--- src/rtl/sha_pad_pkg.sv ---
// Shared types and helpers for the SHA-2 stream padder.
package sha_pad_pkg;

  typedef enum logic [1:0] {FILL, PAD, EMIT, EXTRA} state_e;

  localparam logic [7:0] MARKER = 8'h80;

  // True when a marker at byte offset p still leaves room for the length field.
  function automatic logic last_word_fits(input int unsigned block_w, input int unsigned len_w,
                                          input int unsigned p);
    return p <= (block_w / 8 - len_w / 8 - 1);
  endfunction

endpackage

--- src/rtl/sha_stream_padder_if.sv ---
// Message word stream in, padded block stream out.
interface sha_stream_padder_if #(
  parameter int unsigned BLOCK_W = 512,
  parameter int unsigned WORD_W  = 32
);
  logic               i_valid;
  logic               o_ready;
  logic [WORD_W-1:0]  i_data;
  logic               i_last;
  logic [2:0]         i_last_bytes;
  logic               o_blk_valid;
  logic               i_blk_ready;
  logic [BLOCK_W-1:0] o_blk;
  logic               o_blk_first;
  logic               o_blk_last;

  modport slave (
    input  i_valid, i_data, i_last, i_last_bytes, i_blk_ready,
    output o_ready, o_blk_valid, o_blk, o_blk_first, o_blk_last
  );

  modport master (
    output i_valid, i_data, i_last, i_last_bytes, i_blk_ready,
    input  o_ready, o_blk_valid, o_blk, o_blk_first, o_blk_last
  );
endinterface

--- src/rtl/sha_pad_tail_word.sv ---
// Masks bytes past the message end and drops the 0x80 marker into the last word when it fits.
module sha_pad_tail_word
  import sha_pad_pkg::*;
(
  input  logic [31:0] i_word,
  input  logic [2:0]  i_last_bytes,
  output logic [31:0] o_word,
  output logic        o_marker_next
);

  always_comb begin
    o_word        = i_word;
    o_marker_next = 1'b0;
    case (i_last_bytes)
      3'd0:    o_word = {MARKER, 24'h0};
      3'd1:    o_word = {i_word[31:24], MARKER, 16'h0};
      3'd2:    o_word = {i_word[31:16], MARKER, 8'h0};
      3'd3:    o_word = {i_word[31:8], MARKER};
      default: o_marker_next = 1'b1;
    endcase
  end

endmodule

--- src/rtl/sha_stream_padder.sv ---
// SHA-2 message padder: packs 32-bit words into blocks and appends marker, zero fill and length.
module sha_stream_padder
  import sha_pad_pkg::*;
#(
  parameter int unsigned BLOCK_W = 512,
  parameter int unsigned LEN_W   = 64,
  parameter int unsigned WORD_W  = 32
) (
  input  logic                i_clk,
  input  logic                i_rst_n,
  sha_stream_padder_if.slave  bus
);

  localparam int unsigned NW   = BLOCK_W / WORD_W;
  localparam int unsigned WP_W = $clog2(NW);
  localparam int unsigned P_W  = WP_W + 3;
  localparam int unsigned LW   = LEN_W / WORD_W;

  state_e                    r_state, w_state_nxt;
  logic [NW-1:0][WORD_W-1:0] r_buf;
  logic [WP_W-1:0]           r_wp, w_wp_nxt;
  logic [LEN_W-1:0]          r_len, w_len_add;
  logic [2:0]                r_last_bytes;
  logic                      r_marker_next, r_marker_pend, r_extra, r_blk_last, r_not_first;
  logic                      w_accept, w_wp_max, w_fits, w_marker_next;
  logic [P_W-1:0]            w_p;
  logic [31:0]               w_tail_word;

  sha_pad_tail_word u_tail (
    .i_word        (bus.i_data),
    .i_last_bytes  (bus.i_last_bytes),
    .o_word        (w_tail_word),
    .o_marker_next (w_marker_next)
  );

  assign w_accept  = bus.i_valid && bus.o_ready;
  assign w_wp_nxt  = r_wp + WP_W'(1);
  assign w_wp_max  = (r_wp == WP_W'(NW - 1));
  assign w_len_add = bus.i_last ? LEN_W'({bus.i_last_bytes, 3'b000}) : LEN_W'(WORD_W);
  assign w_p       = P_W'({r_wp, 2'b00}) + P_W'(r_last_bytes);
  assign w_fits    = last_word_fits(BLOCK_W, LEN_W, 32'(w_p));

  always_ff @(posedge i_clk) begin
    if (!i_rst_n) r_state <= FILL;
    else          r_state <= w_state_nxt;
  end

  always_comb begin
    w_state_nxt = r_state;
    unique case (r_state)
      FILL:    if (w_accept) begin
                 if (bus.i_last)    w_state_nxt = PAD;
                 else if (w_wp_max) w_state_nxt = EMIT;
               end
      PAD:     w_state_nxt = EMIT;
      EMIT:    if (bus.i_blk_ready) w_state_nxt = r_extra ? EXTRA : FILL;
      EXTRA:   w_state_nxt = EMIT;
      default: w_state_nxt = FILL;
    endcase
  end

  always_comb begin
    bus.o_ready     = i_rst_n && (r_state == FILL);
    bus.o_blk_valid = (r_state == EMIT);
    bus.o_blk       = r_buf;
    bus.o_blk_first = (r_state == EMIT) && !r_not_first;
    bus.o_blk_last  = (r_state == EMIT) && r_blk_last;
  end

  // Buffer is cleared on every handshake, so bytes past the marker are already zero.
  always_ff @(posedge i_clk) begin
    if (!i_rst_n) begin
      r_buf         <= '0;
      r_wp          <= '0;
      r_len         <= '0;
      r_last_bytes  <= '0;
      r_marker_next <= 1'b0;
      r_marker_pend <= 1'b0;
      r_extra       <= 1'b0;
      r_blk_last    <= 1'b0;
      r_not_first   <= 1'b0;
    end else begin
      unique case (r_state)
        FILL: if (w_accept) begin
          r_buf[~r_wp] <= bus.i_last ? w_tail_word : bus.i_data;
          r_len        <= r_len + w_len_add;
          if (bus.i_last) begin
            r_last_bytes  <= bus.i_last_bytes;
            r_marker_next <= w_marker_next;
          end else begin
            r_wp <= w_wp_nxt;
          end
        end
        PAD: begin
          if (r_marker_next && !w_wp_max) r_buf[~w_wp_nxt][WORD_W-1 -: 8] <= MARKER;
          if (w_fits) begin
            r_buf[LW-1:0] <= r_len;
            r_blk_last    <= 1'b1;
          end else begin
            r_extra       <= 1'b1;
            r_marker_pend <= r_marker_next && w_wp_max;
          end
        end
        EMIT: if (bus.i_blk_ready) begin
          r_buf       <= '0;
          r_wp        <= '0;
          r_not_first <= !r_blk_last;
          r_blk_last  <= 1'b0;
          if (r_blk_last) r_len <= '0;
        end
        EXTRA: begin
          r_buf[NW-1][WORD_W-1] <= r_marker_pend;
          r_buf[LW-1:0]         <= r_len;
          r_blk_last            <= 1'b1;
          r_extra               <= 1'b0;
          r_marker_pend         <= 1'b0;
        end
        default: ;
      endcase
    end
  end

  a_last_bytes_legal: assert property (@(posedge i_clk) disable iff (!i_rst_n)
      (bus.i_valid && bus.o_ready && bus.i_last) |-> (bus.i_last_bytes <= 3'd4));

endmodule

--- src/flat_wrapper.sv ---
// flat-port wrapper written by rule: the top's interface ports become plain ports
module sha_stream_padder_flat import sha_pad_pkg::*;
#(
  parameter int unsigned BLOCK_W = 512,
  parameter int unsigned LEN_W   = 64,
  parameter int unsigned WORD_W  = 32
)
  (i_clk, i_rst_n, bus_i_valid, bus_i_data, bus_i_last, bus_i_last_bytes, bus_i_blk_ready, bus_o_ready, bus_o_blk_valid, bus_o_blk, bus_o_blk_first, bus_o_blk_last);
  sha_stream_padder_if #(.BLOCK_W(BLOCK_W), .WORD_W(WORD_W)) bus_i ();
  input  logic i_clk;
  input  logic i_rst_n;
  input wire logic [$bits(bus_i.i_valid)-1:0] bus_i_valid;
  input wire logic [$bits(bus_i.i_data)-1:0] bus_i_data;
  input wire logic [$bits(bus_i.i_last)-1:0] bus_i_last;
  input wire logic [$bits(bus_i.i_last_bytes)-1:0] bus_i_last_bytes;
  input wire logic [$bits(bus_i.i_blk_ready)-1:0] bus_i_blk_ready;
  output wire logic [$bits(bus_i.o_ready)-1:0] bus_o_ready;
  output wire logic [$bits(bus_i.o_blk_valid)-1:0] bus_o_blk_valid;
  output wire logic [$bits(bus_i.o_blk)-1:0] bus_o_blk;
  output wire logic [$bits(bus_i.o_blk_first)-1:0] bus_o_blk_first;
  output wire logic [$bits(bus_i.o_blk_last)-1:0] bus_o_blk_last;
  assign bus_i.i_valid = bus_i_valid;
  assign bus_i.i_data = bus_i_data;
  assign bus_i.i_last = bus_i_last;
  assign bus_i.i_last_bytes = bus_i_last_bytes;
  assign bus_i.i_blk_ready = bus_i_blk_ready;
  assign bus_o_ready = bus_i.o_ready;
  assign bus_o_blk_valid = bus_i.o_blk_valid;
  assign bus_o_blk = bus_i.o_blk;
  assign bus_o_blk_first = bus_i.o_blk_first;
  assign bus_o_blk_last = bus_i.o_blk_last;
  sha_stream_padder #(.BLOCK_W(BLOCK_W), .LEN_W(LEN_W), .WORD_W(WORD_W)) u_core (.i_clk(i_clk), .i_rst_n(i_rst_n), .bus(bus_i));
endmodule
--- config.mk ---
export PLATFORM = sky130hd
export DESIGN_NAME = sha_stream_padder_flat
export DESIGN_NICKNAME = d
export VERILOG_FILES = /design/src/rtl/sha_pad_pkg.sv /design/src/rtl/sha_stream_padder_if.sv /design/src/rtl/sha_pad_tail_word.sv /design/src/rtl/sha_stream_padder.sv /design/src/flat_wrapper.sv
export SDC_FILE = /design/constraint.sdc
export NUM_CORES = 1
export LEC_CHECK = 0
export ABC_AREA = 0
export CAP_MARGIN = 10
export CORE_UTILIZATION = 49
export CTS_CLUSTER_SIZE = 24
export DETAILED_ROUTE_END_ITERATION = 10
export HOLD_SLACK_MARGIN = 0.12
export PLACE_DENSITY = 0.8
export SLEW_MARGIN = 25
export SYNTH_ARGS = -nofsm -noshare
export SYNTH_HDL_FRONTEND = slang
export SYNTH_SLANG_ARGS = --single-unit
--- constraint.sdc ---
create_clock -name i_clk -period 3.34 [get_ports i_clk]
set_input_delay 0.501 -clock i_clk [delete_from_list [all_inputs] [get_ports i_clk]]
set_output_delay 0.501 -clock i_clk [all_outputs]
set_load 0.05 [all_outputs]
* Word level (Yosys, flattened, before mapping)
Cells that the tools add are included.
** Operators by class
- Magnitude comparators :: 5
- Add/subtract/negate cells :: 3
- Eq/ne operators :: 16
- Reduce and logical (&&, ||, !) cells :: 29
- Mux-type cells :: 38
- Bitwise gates (word level) :: 2
** Operators by type and width (number)
- $mux W512 :: 3
- $pmux W447 S3 :: 1
- $bwmux W512 :: 2
- $demux W32 S4 :: 2
- $mux W64 :: 4
- $pmux W64 S4 :: 1
- $pmux W32 S4 :: 1
- $pmux W64 S2 :: 1
- $mux W32 :: 3
- $add A64 B64 Y64 :: 1
- $reduce_and A3 Y1 :: 5
- $mux W4 :: 3
- $reduce_and A4 Y1 :: 3
- $lt A4 B5 Y1 const B :: 2
- $mux W2 :: 5
- $ge A4 B1 Y1 const B :: 2
- $logic_and A1 B1 Y1 :: 8
- $ne A2 B1 Y1 const B :: 4
- $not A4 Y4 :: 2
- $pmux W4 S2 :: 1
- $add A6 B3 Y7 :: 1
- $le A7 B6 Y1 const B :: 1
- $eq A3 B2 Y1 const B :: 2
- $mux W6 :: 1
- other kinds (21) :: 34
** Word-level totals
- Output and inout port bits :: 516
- Flip-flop bits (word level) :: 590

* Logic depth before layout (Yosys ltp)
Gate-level depths: netlist (run 1).
- Depth after elaboration :: 10
- Depth in mapped cells :: 11

* Hierarchy
Synthesis (run 1) repeated with hierarchy kept, for this count alone.
** Second synthesis, totals
- Cell total of the unflattened synthesis :: 2390
- Area total of the unflattened synthesis :: 23666.4 um^2
** By module, submodules not included
- sha_stream_padder :: cells each 2350, area each 23382.4 um^2, instances 1
- sha_pad_tail_word :: cells each 40, area each 284.0 um^2, instances 1

* Least setup slack after synthesis (run 1)
Ideal clock, no wire load.
- Path kind :: input-to-output
- Start :: in i_rst_n
- End :: out bus_o_ready
- Setup slack :: 766 ps
- Data arrival time :: 2073 ps
- Required time :: 2839 ps
- Cell stages on the path :: 6
- Path through :: buf_2 clkinv_1 clkbuf_1 clkbuf_1 clkbuf_1 nor2_1
** On the way
- Cells in the longest elaborated chain, start to end :: 1
** RTL lines
- start, declared :: RTL line flat_wrapper.sv:11 : input logic i_rst_n;
- $logic_and A1 B1 Y1 :: RTL line sha_stream_padder.sv:63 : bus.o_ready = i_rst_n && (r_state == FILL);
- end, declared :: RTL line flat_wrapper.sv:17 : output wire logic [$bits(bus_i.o_ready)-1:0] bus_o_ready;
Every way passes these cells.

* Final worst setup path (run 1)
- Start :: reg u_core.r_state[0]
- End :: out bus_o_ready
** On the way
- Cells in the longest elaborated chain, start to end :: 2
** RTL lines
- start, declared :: RTL line sha_stream_padder.sv:19 : state_e r_state, w_state_nxt;
- start signal, assigned :: RTL line sha_stream_padder.sv:45 : else r_state <= w_state_nxt;
- $logic_not A2 Y1 :: RTL line sha_stream_padder.sv:63
- $logic_and A1 B1 Y1 :: RTL line sha_stream_padder.sv:63
Every way passes these cells.

==> results of run 1 <==
==> sequential cells by signal (all words and copies together) (netlist names), 2 cells and up <==
name / flops
u_core.r_wp: 4
u_core.r_state: 2
u_core.r_len: 61
u_core.bus.o_blk: 512
==> worst max-delay path, delay by kind of cell (launching register included) <==
family | cells | cell delay (ns)
DFF | 1 | 0.33
buffers and inverters | 4 | 1.32
adders and majority gates | 1 | 0.24
and+or+nand+nor | 1 | 0.17
==> synthesized netlist by cell type, types with 8 or more instances <==
cell	number	area, sq um
sky130_fd_sc_hd__dfxtp_1	585	11700
sky130_fd_sc_hd__nor2_1	431	1620
sky130_fd_sc_hd__a22oi_1	337	2530
sky130_fd_sc_hd__nand2_1	140	526
sky130_fd_sc_hd__clkbuf_1	127	477
sky130_fd_sc_hd__o22ai_1	94	588
sky130_fd_sc_hd__buf_2	80	400
sky130_fd_sc_hd__a22o_1	62	543
sky130_fd_sc_hd__a21oi_1	53	265
sky130_fd_sc_hd__a32o_1	50	500
sky130_fd_sc_hd__nand3_1	44	220
sky130_fd_sc_hd__inv_1	43	161
sky130_fd_sc_hd__xor2_1	41	359
sky130_fd_sc_hd__and2_1	30	188
sky130_fd_sc_hd__nand4_1	29	181
sky130_fd_sc_hd__o21ai_0	23	115
sky130_fd_sc_hd__ha_1	17	213
sky130_fd_sc_hd__xnor2_1	17	149
sky130_fd_sc_hd__and3_1	16	100
sky130_fd_sc_hd__nor3_2	15	150
sky130_fd_sc_hd__buf_4	10	75.1
sky130_fd_sc_hd__nor2b_1	10	62.6
sky130_fd_sc_hd__buf_1	9	33.8
sky130_fd_sc_hd__o21ai_1	9	45.0
sky130_fd_sc_hd__and4_1	8	70.1
sky130_fd_sc_hd__nor3_1	8	40.0
sky130_fd_sc_hd__nor4_1	8	50.1
==> where the power goes <==
| group | internal (mW) | leakage [nW] | total, mW | switching, mW |
|---|---|---|---|---|
| combinational | 1.11 | 5.01 | 4.24 | 3.14 |
| sequential | 7.16 | 4.71 | 7.30 | 0.140 |
| clock | 3.94 | 0.972 | 6.74 | 2.80 |
| total | 12.2 | 10.7 | 18.3 | 6.08 |
==> kinds of logic (layout without fill, tap and decap cells) <==
family,Yosys count,after routing,synth area share
AO/OA/AOI/OAI,686,686,0.229
XOR/XNOR,58,58,0.0226
adder cells (fa/ha/maj),18,18,0.0104
buffers and inverters,275,788,0.0531
flip-flops,585,585,0.522
multiplexers,3,3,0.00139
AND/OR/NAND/NOR,785,785,0.162
==> placed cells by master (no fill, tap or decap), drive strengths merged, types with 10 or more instances in the layout <==
master and n:
dfxtp 585, clkdlybuf4s50 554, nor2 434, a22oi 337, nand2 141, o22ai 94
buf 84, clkbuf 75, a22o 62, a21oi 55, a32o 50, nand3 47
inv 47, xor2 41, o21ai 38, and2 32, nand4 31, nor3 28
clkinv 18, xnor2 17, ha 17, and3 16, nor2b 10, nor4 10
==> stage by stage <==
step | utilization | cell area [sq um] | hold WS [ns] | std cells | power, mW
2_1_floorplan | - | 22500 | 0.441 | 2410 | 10.1
3_5_place_dp | 0.630 | 28500 | 0.440 | 3419 | 11.6
4_1_cts | 0.673 | 30500 | 0.372 | 3523 | 18.2
5_1_grt | 0.673 | 30500 | 0.403 | 3523 | 18.8
6_report | 0.673 | 30500 | 0.391 | 3523 | 18.3
3_3_place_gp | 0.629 | 28500 | 0.439 | 3419 | 11.5
==> layout make-up <==
class	instances	area (sq um)
well taps	600	751
flip-flops and latches	585	11700
clock buffers	75	1610
inverters	46	180
repair buffers	638	6230
fillers	3501	14800
clock inverters	29	342
multi-input cells	1550	9660
==> routing by layer <==
metal	up-vias	share of wire
li1	9575	-
met1	10507	0.37
met2	1382	0.47
met3	268	0.12
met4	0	0.052
met5	-	0
==> worst min path at each step <==
stage / start / slack (ns) / endpoint / cells past startpoint
global placement: u_core.bus.o_blk[152] / 0.44 / u_core.bus.o_blk[152] / 2
CTS: i_rst_n / 0.37 / u_core.r_len[5] / 3
detailed placement: u_core.bus.o_blk[155] / 0.44 / u_core.bus.o_blk[155] / 2
finish: i_rst_n / 0.39 / u_core.r_len[5] / 3
global route: i_rst_n / 0.40 / u_core.r_len[5] / 3
floorplan: u_core.r_last_bytes[2] / 0.44 / u_core.r_last_bytes[2] / 2
==> metrics.yaml, run 1 <==
cts_tree: "yes"
synth_edf_count: 0
row_count: 78
post_route_cells_drive_above_1_share: 0.0852
vias_per_cell: 6.17
power-per-cell-area_nw_per_um2: 600
report.final.setup_viol: 0
numPortBuffers: 555
asyncSetResetFlopFracSynth: 0
clock_tree.buffer_depth: 3
maxClockFrequency_mhz: 316
worstSetupEndpointType: "primary output"
via_count: 21732
worst_setup_startpoint: "u_core.r_state[0]"
half_perimeter_wire_length_of_the_detailed_placement_result_microns: 58800
period_minus_slack_ns: 3.17
busiest_layer: "met2"
grt_start_max_net_pins: 174
cts_hold_fix_bufs: 0
vias_in_the_first_global_route: 20718
synth.avg_cell_area_sq_um: 9.32
outcome: "finished, final reports clean"
chipWidth_microns: 216
layout_setup_ws_ns: 0.173
number_of_antenna_violations_at_the_first_check_in_global_routing: 1
nNetsFinal: 2936
power.ir.vdd_worst_mv: 0.460
chipHeight_microns: 216
critical_path.startpoint_type: "register"
detail_route.drc_violations: 0
core_area_sq_um: 45300
final_min_period_over_clock_period: 0.948
synth_fp_nets: 2468
max_slew_margin: 0.260
clock_insertion_delay_at_the_later_pin_of_the_skew_report_ns: 0.61
numClockSinks: 585
power_leakage_nw: 10.7
antenna_cells_inserted: 0
wire_length_of_the_first_global_routing_pass_microns: 128000
worst-endpoint-required_ns: 2.84
yosysUniqueCellTypes: 80
finalClockSkew_ns: 0.0161
floorplan.initialDensity: 0.496
grt_util_met1: 0.426
worstSetupEndpoint: "bus_o_ready"
pin_count: 556
worst_hold_path_type: "input port to register"
grt_remaining_overflow: 0
cts_made_buffers: 57
finalHoldViolCount: 0
detail_route.wirelength_microns: 85900
h_tree_level_count: 2
reg2reg_from: "u_core.r_state[0]"
cp.arrival_ns: 2.67
groute.usage.overall: 0.352
worstReg2RegEnd: "u_core.bus.o_blk[287]"
ctsResizeCount: 0
detail-route-antenna-nets: 0
detail_route.iter0.violations: 2681
routabilityCongestion: 0.979
cts_setup_buffers: 0
synth.cell_area_sq_um: 22500
finalSetupTns_ns: 0
timing.critical_path.cells: "inv_1 -> ha_2 -> buf_4 -> clkinv_1 -> nor2_1 -> clkdlybuf4s50_1"
report.final.slew_viol_count: 0
drt_pass1_iterations: 7
areaGrowthSynthToFinish_pct: 35.8
clk_pin_slew_worst_paths_ns: 0.06
critical_path.max_fanout: 18
reg2reg_slack_ns: 0.35
overall_die_area_sq_um: 46700
post_synth_inst_count: 2410
synth.yosys.warnings: 0
seq_area_frac_synth: 0.522
critical-path-max-stage-delay_ns: 0.83
global_route.usage.met3: 0.102
worstRegToRegCells: 8
synth_flop_cell: "sky130_fd_sc_hd__dfxtp_1"
worst_slew_pin_slew_ns: 1.11
grt.met2_usage: 0.576
grt_setup_unrepaired: "no"
max_cap_viol_count: 0
routedWlPerCell_microns: 24.4
crit_path_top_delay_cell: "sky130_fd_sc_hd__clkdlybuf4s50_1"
crit_type: "register to primary output"
preCtsSetupSlack_ns: 0.0542
postSynthRegisterBits: 585
clock-root-buffer: "sky130_fd_sc_hd__clkbuf_16"
Power figures use the tool's default switching activity.
==> run 2, diff against run 1 <==
--- a/config.mk
+++ b/config.mk
@@ -8,6 +8,7 @@
 export ABC_AREA = 0
 export CAP_MARGIN = 10
 export CORE_UTILIZATION = 49
+export CTS_BUF_LIST = sky130_fd_sc_hd__clkbuf_16
 export CTS_CLUSTER_SIZE = 24
 export DETAILED_ROUTE_END_ITERATION = 10
 export HOLD_SLACK_MARGIN = 0.12
==> metrics.yaml, run 2 (same netlist as run 1, synthesis figures left out) <==
grt_setup_unrepaired: "no"
worst_path_dominant_cell_family: "buffers and inverters"
critical_path.startpoint_type: "register"
max_cap_viol_count: 0
finalClockSkew_ns: 0.0157
grt_start_max_net_pins: 174
max_slew_margin: 0.248
finalSetupTns_ns: 0
worst-endpoint-required_ns: 2.84
cts_tree: "yes"
clkPwrFrac: 0.358
floorplan.initialDensity: 0.496
groute.usage.overall: 0.351
detail_route.drc_violations: 0
half_perimeter_wire_length_of_the_detailed_placement_result_microns: 58800
via_count: 21630
grt_remaining_overflow: 0
routedWlPerCell_microns: 24.3
pin_count: 556
clk_pin_slew_worst_paths_ns: 0.07
numClockSinks: 585
seq_power_share: 0.406
post_route_cells_drive_above_1_share: 0.0811
seq_area_sq_um: 11700
cp.arrival_ns: 2.65
power.share.combinational: 0.235
vias_per_cell: 6.14
report.final.setup_viol: 0
h_tree_level_count: 2
routabilityCongestion: 0.979
maxClockFrequency_mhz: 317
most-common-layout-cells: "sky130_fd_sc_hd__dfxtp_1 (585), sky130_fd_sc_hd__clkdlybuf4s50_1 (554), sky130_fd_sc_hd__nor2_1 (431), sky130_fd_sc_hd__a22oi_1 (337), sky130_fd_sc_hd__nand2_1 (140)"
holdWs_ns: 0.377
timing.critical_path.cells: "inv_1 -> ha_2 -> buf_4 -> clkinv_1 -> nor2_1 -> clkdlybuf4s50_1"
clock_tree.buffer_depth: 3
cts_setup_buffers: 0
antenna_cells_inserted: 0
crit_path_top_delay_cell: "sky130_fd_sc_hd__clkdlybuf4s50_1"
worstSetupEndpoint: "bus_o_ready"
overall_die_area_sq_um: 46700
worst_slew_pin_slew_ns: 1.13
worstSetupEndpointType: "primary output"
vias_in_the_first_global_route: 20700
power.ir.vdd_worst_mv: 0.491
reg2reg_slack_ns: 0.36
report.final.slew_viol_count: 0
number_of_antenna_violations_at_the_first_check_in_global_routing: 0
largest_register_ffs: 512
critical_path.max_fanout: 18
worstRegToRegCells: 8
crit_cells: 6
filler_cell_count: 3529
period_minus_slack_ns: 3.15
multi_input_comb_area_sq_um: 9660
outcome: "finished, final reports clean"
cellInternalPower_mw: 11.9
power.switching_mw: 6.06
final_min_period_over_clock_period: 0.944
chipHeight_microns: 216
clock-root-buffer: "sky130_fd_sc_hd__clkbuf_16"
drt_pass1_iterations: 7
worst_hold_path_type: "input port to register"
power-per-cell-area_nw_per_um2: 592
fin_total_pwr_mw: 18.0
clock_insertion_delay_at_the_later_pin_of_the_skew_report_ns: 0.61
areaGrowthSynthToFinish_pct: 35.2
wire_length_of_the_first_global_routing_pass_microns: 127000
finalHoldViolCount: 0
detail_route.wirelength_microns: 85700
ctsResizeCount: 0
cts_made_buffers: 57
worst_setup_startpoint: "u_core.r_state[0]"
detail_route.iter0.violations: 2722
power_leakage_nw: 10.7
sw_frac_of_total: 0.337
crit_type: "register to primary output"
reg2reg_from: "u_core.r_state[0]"
sum_of_buffers_and_inverters_on_the_critical_path: 4
row_count: 78
worstReg2RegEnd: "u_core.bus.o_blk[287]"
core_area_sq_um: 45300
critical-path-max-stage-delay_ns: 0.82
layout_commonest_cell: "sky130_fd_sc_hd__dfxtp_1"
chipWidth_microns: 216
cts_hold_fix_bufs: 0
nNetsFinal: 2936
detail-route-antenna-nets: 0
numPortBuffers: 555
[run 2: worst min path at each step]
stage	from	to	cells after the start
final	i_rst_n	u_core.r_not_first	3
after global routing	i_rst_n	u_core.r_not_first	3
after CTS	i_rst_n	u_core.r_len[5]	3
after detailed placement	u_core.bus.o_blk[155]	u_core.bus.o_blk[155]	2
after global placement	u_core.bus.o_blk[152]	u_core.bus.o_blk[152]	2
after floorplan	u_core.r_last_bytes[2]	u_core.r_last_bytes[2]	2
[run 2: metal layers]
metal / track usage / vias up / wire length, microns
li1: - / 9575 / -
met4: 0.166 / 0 / 4370
met1: 0.423 / 10483 / 31700
met3: 0.104 / 262 / 9680
met2: 0.574 / 1310 / 40000
met5: 0 / - / 0
[run 2: metrics by stage]
| stage | instances | worst slack [ns] | instance area [sq um] | utilization |
|---|---|---|---|---|
| after floorplan | 2410 | 0.766 | 22500 | - |
| after global placement | 3419 | 0.184 | 28500 | 0.629 |
| after detailed placement | 3419 | 0.0542 | 28500 | 0.630 |
| after CTS | 3523 | 0.191 | 30300 | 0.670 |
| after global routing | 3523 | 0.107 | 30400 | 0.671 |
| final | 3523 | 0.186 | 30400 | 0.671 |
[run 2: power by group through the flow]
stage / Clock, mW / Combinational [mW] / Sequential [mW]
global route: 6.76 / 4.43 / 7.32
global placement: 0 / 4.02 / 7.44
CTS: 6.47 / 4.14 / 7.30
detailed placement: 0 / 4.12 / 7.45
finish: 6.44 / 4.23 / 7.30
floorplan: 0 / 2.20 / 7.93
[run 2: worst register-to-register path: cells and delay by family (launching register included)]
| family | cells | cell delay (ns) |
|---|---|---|
| buffers and inverters | 1 | 0.09 |
| and+or+nand+nor | 3 | 1.17 |
| AOI/OAI and AO/OA | 3 | 0.86 |
| DFF | 1 | 0.36 |
| adders and majority gates | 1 | 0.32 |
[run 2: cell type report]
| type | count | share of cell area |
|---|---|---|
| Sequential cell | 585 | 0.386 |
| Multi-Input combinational cell | 1550 | 0.318 |
| Timing Repair Buffer | 638 | 0.205 |
| Clock buffer | 57 | 0.0470 |
| Tap cell | 600 | 0.0247 |
| Clock inverter | 47 | 0.0135 |
| Inverter | 46 | 0.00593 |
